--- src/rtl/shift_add_multiplier.sv ---
// Purpose: sequential unsigned multiplier, one shift-add partial product per clock; low half of product plus overflow.
// Latency: out_valid rises DATA_WIDTH cycles after the accepting edge (next cycle for zero operands when MULT_ZERO_BYPASS_EN is defined).
// Backpressure: in_ready only in IDLE; result/overflow held in DONE until out_ready, in_ready returns the cycle after handoff.

module full_adder #(
    parameter int WIDTH = 17
) (
    input  logic [WIDTH-1:0] a,
    input  logic [WIDTH-1:0] b,
    input  logic             carry_in,
    output logic [WIDTH-1:0] sum
);
    assign sum = a + b + {{(WIDTH-1){1'b0}}, carry_in};
endmodule

module shift_add_multiplier #(
    parameter int DATA_WIDTH = 16
) (
    input  logic                  clk,
    input  logic                  rst_n,
    input  logic                  in_valid,
    output logic                  in_ready,
    input  logic [DATA_WIDTH-1:0] a,
    input  logic [DATA_WIDTH-1:0] b,
    output logic                  out_valid,
    input  logic                  out_ready,
    output logic [DATA_WIDTH-1:0] result,
    output logic                  overflow
);
    localparam int CW = $clog2(DATA_WIDTH + 1);
    localparam logic [CW-1:0] LAST_COUNT = CW'(DATA_WIDTH - 1);

    typedef enum logic [1:0] {IDLE, RUN, DONE} state_t;

    state_t                  state;
    state_t                  state_nxt;
    logic [DATA_WIDTH-1:0]   mcand;
    logic [2*DATA_WIDTH-1:0] prod;
    logic [CW-1:0]           count;
    logic [DATA_WIDTH:0]     add_a;
    logic [DATA_WIDTH:0]     add_b;
    logic [DATA_WIDTH:0]     sum;
    logic                    zero_op;

`ifdef MULT_ZERO_BYPASS_EN
    assign zero_op = (a == '0) || (b == '0);
`else
    assign zero_op = 1'b0;
`endif

    // Extra top bit of the adder keeps the carry-out so the shift loses nothing.
    assign add_a = {1'b0, prod[2*DATA_WIDTH-1:DATA_WIDTH]};
    assign add_b = prod[0] ? {1'b0, mcand} : '0;

    full_adder #(.WIDTH(DATA_WIDTH + 1)) u_adder (
        .a        (add_a),
        .b        (add_b),
        .carry_in (1'b0),
        .sum      (sum)
    );

    always_ff @(posedge clk) begin
        if (!rst_n) state <= IDLE;
        else        state <= state_nxt;
    end

    always_comb begin
        state_nxt = state;
        in_ready  = 1'b0;
        out_valid = 1'b0;
        case (state)
            IDLE: begin
                in_ready = 1'b1;
                if (in_valid) state_nxt = zero_op ? DONE : RUN;
            end
            RUN: begin
                if (count == LAST_COUNT) state_nxt = DONE;
            end
            DONE: begin
                out_valid = 1'b1;
                if (out_ready) state_nxt = IDLE;
            end
            default: state_nxt = IDLE;
        endcase
    end

    always_ff @(posedge clk) begin
        if (!rst_n) begin
            mcand <= '0;
            prod  <= '0;
            count <= '0;
        end else begin
            case (state)
                IDLE: begin
                    if (in_valid) begin
                        mcand <= a;
                        prod  <= zero_op ? '0 : {{DATA_WIDTH{1'b0}}, b};
                        count <= '0;
                    end
                end
                RUN: begin
                    prod  <= {sum, prod[DATA_WIDTH-1:1]};
                    count <= count + 1'b1;
                end
                default: ;
            endcase
        end
    end

    assign result   = prod[DATA_WIDTH-1:0];
    assign overflow = |prod[2*DATA_WIDTH-1:DATA_WIDTH];

endmodule

--- config.mk ---
export PLATFORM = sky130hd
export DESIGN_NAME = shift_add_multiplier
export DESIGN_NICKNAME = d
export VERILOG_FILES = /design/src/rtl/shift_add_multiplier.sv
export SDC_FILE = /design/constraint.sdc
export NUM_CORES = 1
export LEC_CHECK = 0
export ABC_AREA = 1
export CAP_MARGIN = 20
export CORE_MARGIN = 2
export CORE_UTILIZATION = 49
export CTS_CLUSTER_SIZE = 40
export DETAILED_ROUTE_END_ITERATION = 7
export GPL_TIMING_DRIVEN = 0
export PLACE_DENSITY = 0.89
export SYNTH_ARGS = -nofsm -noshare
export SYNTH_HDL_FRONTEND = slang
export SYNTH_SLANG_ARGS = --single-unit
--- constraint.sdc ---
create_clock -name clk -period 2.4 [get_ports clk]
set_input_delay 0.24 -clock clk [delete_from_list [all_inputs] [get_ports clk]]
set_output_delay 0.24 -clock clk [all_outputs]
set_load 0.05 [all_outputs]
## After elaboration in Yosys (flattened, before gate mapping)

Index checks and enable logic that the tools add are counted.
W data, S select, Z words.

| storage, ports and cells | value |
|---|---|
| logic and storage cells | 29 |
| input port bits | 36 |
| register bits after elaboration | 55 |
| output and inout bits | 19 |

| operators by class | value |
|---|---|
| muxes and demuxes | 11 |
| eq/ne operators | 6 |
| add/subtract/negate cells | 2 |
| reductions and logical operators | 6 |

Operator list:

| cell | count |
|---|---|
| $pmux W32 S2 | 1 |
| $mux W32 | 1 |
| $add A16 B16 Y17 | 1 |
| $mux W16 | 1 |
| $reduce_or A16 Y1 | 1 |
| $pmux W5 S2 | 1 |
| $mux W2 | 3 |
| $ne A2 B2 Y1 const B | 3 |
| $pmux W2 S3 | 1 |
| $add A5 B1 Y5 const B | 1 |
| $eq A5 B4 Y1 const B | 1 |
| $mux W5 | 1 |
| $reduce_and A2 Y1 | 2 |
| $reduce_and A3 Y1 | 1 |
| $eq A2 B1 Y1 const B | 1 |
| $eq A2 B2 Y1 const B | 1 |
| $logic_not A2 Y1 | 1 |
| $mux W1 | 2 |
| $reduce_bool A2 Y1 | 1 |

## Longest topological paths before layout

| logic depth | value |
|---|---|
| depth after elaboration | 3 |
| depth in mapped cells | 16 |
| depth with buffers taken out | 14 |

## Cells and area by module

From an unflattened synthesis, not the netlist that was laid out.

| unflattened totals | value |
|---|---|
| cell total of the unflattened synthesis | 562 |
| area, all modules | 3558.4 µm² |

By module, submodules not included:

| module | area each (µm²) | times used | cells an instance | seq. area each (µm²) |
|---|---|---|---|---|
| shift_add_multiplier | 2526.2 | 1 | 365 | 1101.1 |
| full_adder | 1032.2 | 1 | 197 | 0.0 |

## Least setup slack after synthesis

OpenSTA, ideal clock, no wires.

| timing path | value |
|---|---|
| kind | register to register |
| start | register prod[0] |
| end | register prod[31] |
| stages on the path, launching flop included | 17 |
| slack | 0.186 ns |
| arrival time | 2.144 ns |
| period minus slack after synthesis | 2.214 ns |
| required time | 2.330 ns |
| setup time | 0.070 ns |
| path buffers | 2 |
| path through | dfxtp_1 clkbuf_1 clkbuf_1 nand2_1 inv_1 ha_1 inv_1 fa_1 inv_1 nand3_1 nand3_1 nand3_1 nand3_1 nand2_1 nand2_1 nand2_1 a21oi_1 |

| on the way | value |
|---|---|
| longest elaborated chain between the ends | 3 |

Ends and longest elaborated chain:

| element | line | RTL |
|---|---|---|
| start: declaration | 38 | `logic [2*DATA_WIDTH-1:0] prod;` |
| start signal: assignment | 97 | `prod <= zero_op ? '0 : {{DATA_WIDTH{1'b0}}, b};` |
| start signal: assignment | 102 | `prod <= {sum, prod[DATA_WIDTH-1:1]};` |
| $mux W16 | 53 | `assign add_b = prod[0] ? {1'b0, mcand} : '0;` |
| $add A16 B16 Y17 | 13 | `assign sum = a + b + {{(WIDTH-1){1'b0}}, carry_in};` |
| $pmux W32 S2 | 93 | `case (state)` |

No other way between the ends.
A chain may end at the register's enable or synchronous reset.

## Final worst setup path

| timing path | value |
|---|---|
| start | register prod[21] |
| end | output overflow |

| on the way | value |
|---|---|
| longest elaborated chain between the ends | 1 |

Ends and longest elaborated chain:

| element | line | RTL |
|---|---|---|
| $reduce_or A16 Y1 | 111 | `assign overflow = \|prod[2*DATA_WIDTH-1:DATA_WIDTH];` |
| end: declaration | 28 | `output logic overflow` |

No other way between the ends.

==> impl_results.md <==
- Status: finished, violations left
- WP data arrival: 2.18 ns
- Largest net degree at the start of global routing: 19
- #FFs+latches synth: 55
- Pre-CTS setup slack: -0.2475 ns
- Reg-to-reg critical path startpoint: prod[0]
- Total wire length: 7991 um
- Die Span Y: 86.77 um
- CTS sink count: 55
- Failing checks: negative setup slack
- RSZ-0062 raised after global routing: false
- Worst VDD drop: 0.0003355 V
- Final net count: 630
- First DRT Iteration DRCs: 180
- IO Port Bufs: 54
- Critical path launch point type: flip-flop
- PD cells: 519.3 mW/mm2
- Global Route Usage Sum: 21.81%
- Synth unique cells: 33
- First-pass GRT wire length: 13130 um
- Fin crit period: 2.419 ns
- Pin slew with the least headroom to its limit: 0.5784 ns
- Syn nets: 571
- TritonCTS clock tree: yes
- Reg2reg end: prod[31]
- Yosys warns: 0
- DRT Pass-1 Iters: 4
- Antenna fix cells: 0
- Final HPWL DP: 6294 um
- Htree depth: 2
- Tcrit/Tclk final: 100.8%
- Slew Viols, Final: 0
- CP startpoint: prod[21]
- Maxcap violations: 0
- Syn avg cell area: 6.506 um2
- Buf/Inv on CP: 1
- Initial antenna violation count: 0
- Sequential-to-total area share from yosys stat: 32.80%
- Critical path's top delay family: simple AND/OR/NAND/NOR gates
- Crit path largest cell delay: 0.75 ns
- Hold WC Path Type: flip-flop to flip-flop
- Hold Vio Cnt, Final: 0
- Final setup violating endpoints: 1
- # rows: 30
- Reg clk slew, reported paths: 0.11 ns
- Final Wtd Congestion: 0.9697
- Layout cell share with drive strength beyond 1: 8.160%
- Mapped cell area: 0.003357 mm2
- Core ar.: 0.006719 mm2
- Starting Density: 49.96%
- R2r worst-path depth: 14
- Vias in the first global route: 2970
- Worst-path maximum fanout: 3
- CTS Root Cell: clkbuf_8
- Skew-Pair Late Insertion Delay: 0.32 ns
- Crit path capture: overflow
- Chip Width: 86.77 um
- Critical path depth: 3
- Post-synthesis cell count: 516
- Vias/cell: 5.194
- Inserted Clock Buffers: 5
- Worst R2R Setup Slack: 0.27 ns
- Routed vias: 3407
- Lkg Pwr: 2.002 nW
- Worst setup skew after layout: 0.01222 ns
- Final ANT Viol Nets: 0
- CTS Hold Bufs: 0
- Max-slew headroom: 61.08%
- Crit-path cells: nor4_1 -> nand4_1 -> clkdlybuf4s50_1
- CP required: 2.16 ns
- Kind of critical path: flip-flop to output pin
- Congestion Overflow GR: 0
- Crit end category: output pin
- Clock tree buffer depth: 2
- Core Util, Final: 60.82%
- Ports: 55
- Max Fclk: 413.3 MHz
- Die ar.: 0.007529 mm2
- P&R area growth vs syn: 21.73%
- Wirelength per Cell: 12.18 um
- Critical path's slowest cell: clkdlybuf4s50_1
- Final setup margin: -0.01929 ns
- DRC: 0
==> layer usage <==
metal | track usage (%) | vias up | routed length (um)
met2 | 35.17 | 87 | 3747
met1 | 29.95 | 1562 | 3683
met5 | 0 | - | 0
met3 | 4.190 | 19 | 397
li1 | - | 1739 | -
met4 | 5.824 | 0 | 162
==> registers in the layout (all words and copies together), names as in the netlist <==
register / cells
prod: 32
state: 2
mcand: 16
count: 5
==> layout by cell type, fill, tap and decap left out, drive strengths merged, types with 2 or more instances in the layout <==
cell / count
a21oi: 32
a31oi: 16
buf: 25
clkbuf: 13
clkdlybuf4s50: 54
dfxtp: 55
ha: 18
inv: 72
nand2: 155
nand3: 21
nand3b: 2
nand4: 2
nor2: 51
nor3: 4
nor4: 4
o21ai: 39
or2: 5
==> power by group <==
group / leakage [nW] / switching, mW / internal (mW) / total (mW)
Clock: 0.0461 / 0.338 / 0.212 / 0.550
Combinational: 1.50 / 0.323 / 0.229 / 0.552
Sequential: 0.452 / 0.0466 / 0.974 / 1.02
==> metrics by stage <==
stage	total power, mW	instances	hold WS (ns)	TNS [ns]	cell area (um2)
after floorplan	1.401	516	0.3749	0	3357
after global placement	1.582	650	0.4464	-0.6020	3998
after detailed placement	1.593	650	0.4588	-1.109	3998
after CTS	2.129	657	0.4733	0	4089
after global routing	2.220	656	0.4868	0	4086
final	2.122	656	0.4716	-0.01929	4086
==> worst min-delay path, delay by kind of cell (launching register included) <==
kind | cells | cell delay, ns
compound gates | 1 | 0.05
simple gates | 1 | 0.06
flops | 1 | 0.32
==> cells by family after synthesis <==
group | after synthesis | share of synthesized area (%)
simple gates | 245 | 30.67
buf+inv | 106 | 14.54
compound gates | 91 | 14.69
flops | 55 | 32.80
fa+ha+maj | 19 | 7.305
==> cells in the mapped netlist, drive strengths merged <==
library cell	n	share of area, %
a211oi	1	0.22
a21o	1	0.22
a21oi	32	4.8
a221oi	1	0.45
a31oi	16	3.0
and2	1	0.19
buf	25	5.4
clkbuf	10	1.1
dfxtp	55	33
fa	1	0.60
ha	18	6.7
inv	71	8.0
nand2	155	18
nand3	21	3.1
nand3b	2	0.45
nand4	2	0.37
nor2	51	6.6
nor3	4	0.60
nor4	4	0.75
o21a	1	0.22
o21ai	39	5.8
or2	5	0.93
==> final cells by class <==
| cell class | count | area [um2] |
|---|---|---|
| Fill cell | 586 | 2633 |
| Multi-Input combinational cell | 355 | 1768 |
| Sequential cell | 55 | 1105 |
| Timing Repair Buffer | 54 | 540.5 |
| Inverter | 71 | 269.0 |
| Buffer | 33 | 211.5 |
| Tap cell | 80 | 100.1 |
| Clock buffer | 5 | 68.82 |
| Clock inverter | 3 | 23.77 |
==> worst min-delay path by stage <==
stage | startpoint | end | slack (ns) | cells past startpoint
after CTS | count[4] | count[4] | 0.47 | 2
final | count[4] | count[4] | 0.47 | 2
after global routing | b[8] | prod[8] | 0.49 | 3
after detailed placement | count[4] | count[4] | 0.46 | 2
after global placement | count[4] | count[4] | 0.45 | 2
after floorplan | a[10] | mcand[10] | 0.37 | 2
==> timing repair <==
item,in CTS,in global routing
resized for setup,2,1
buffers inserted,0,0
endpoints found under the setup margin,10,5
Note: power is estimated with default switching activity, not from simulation.
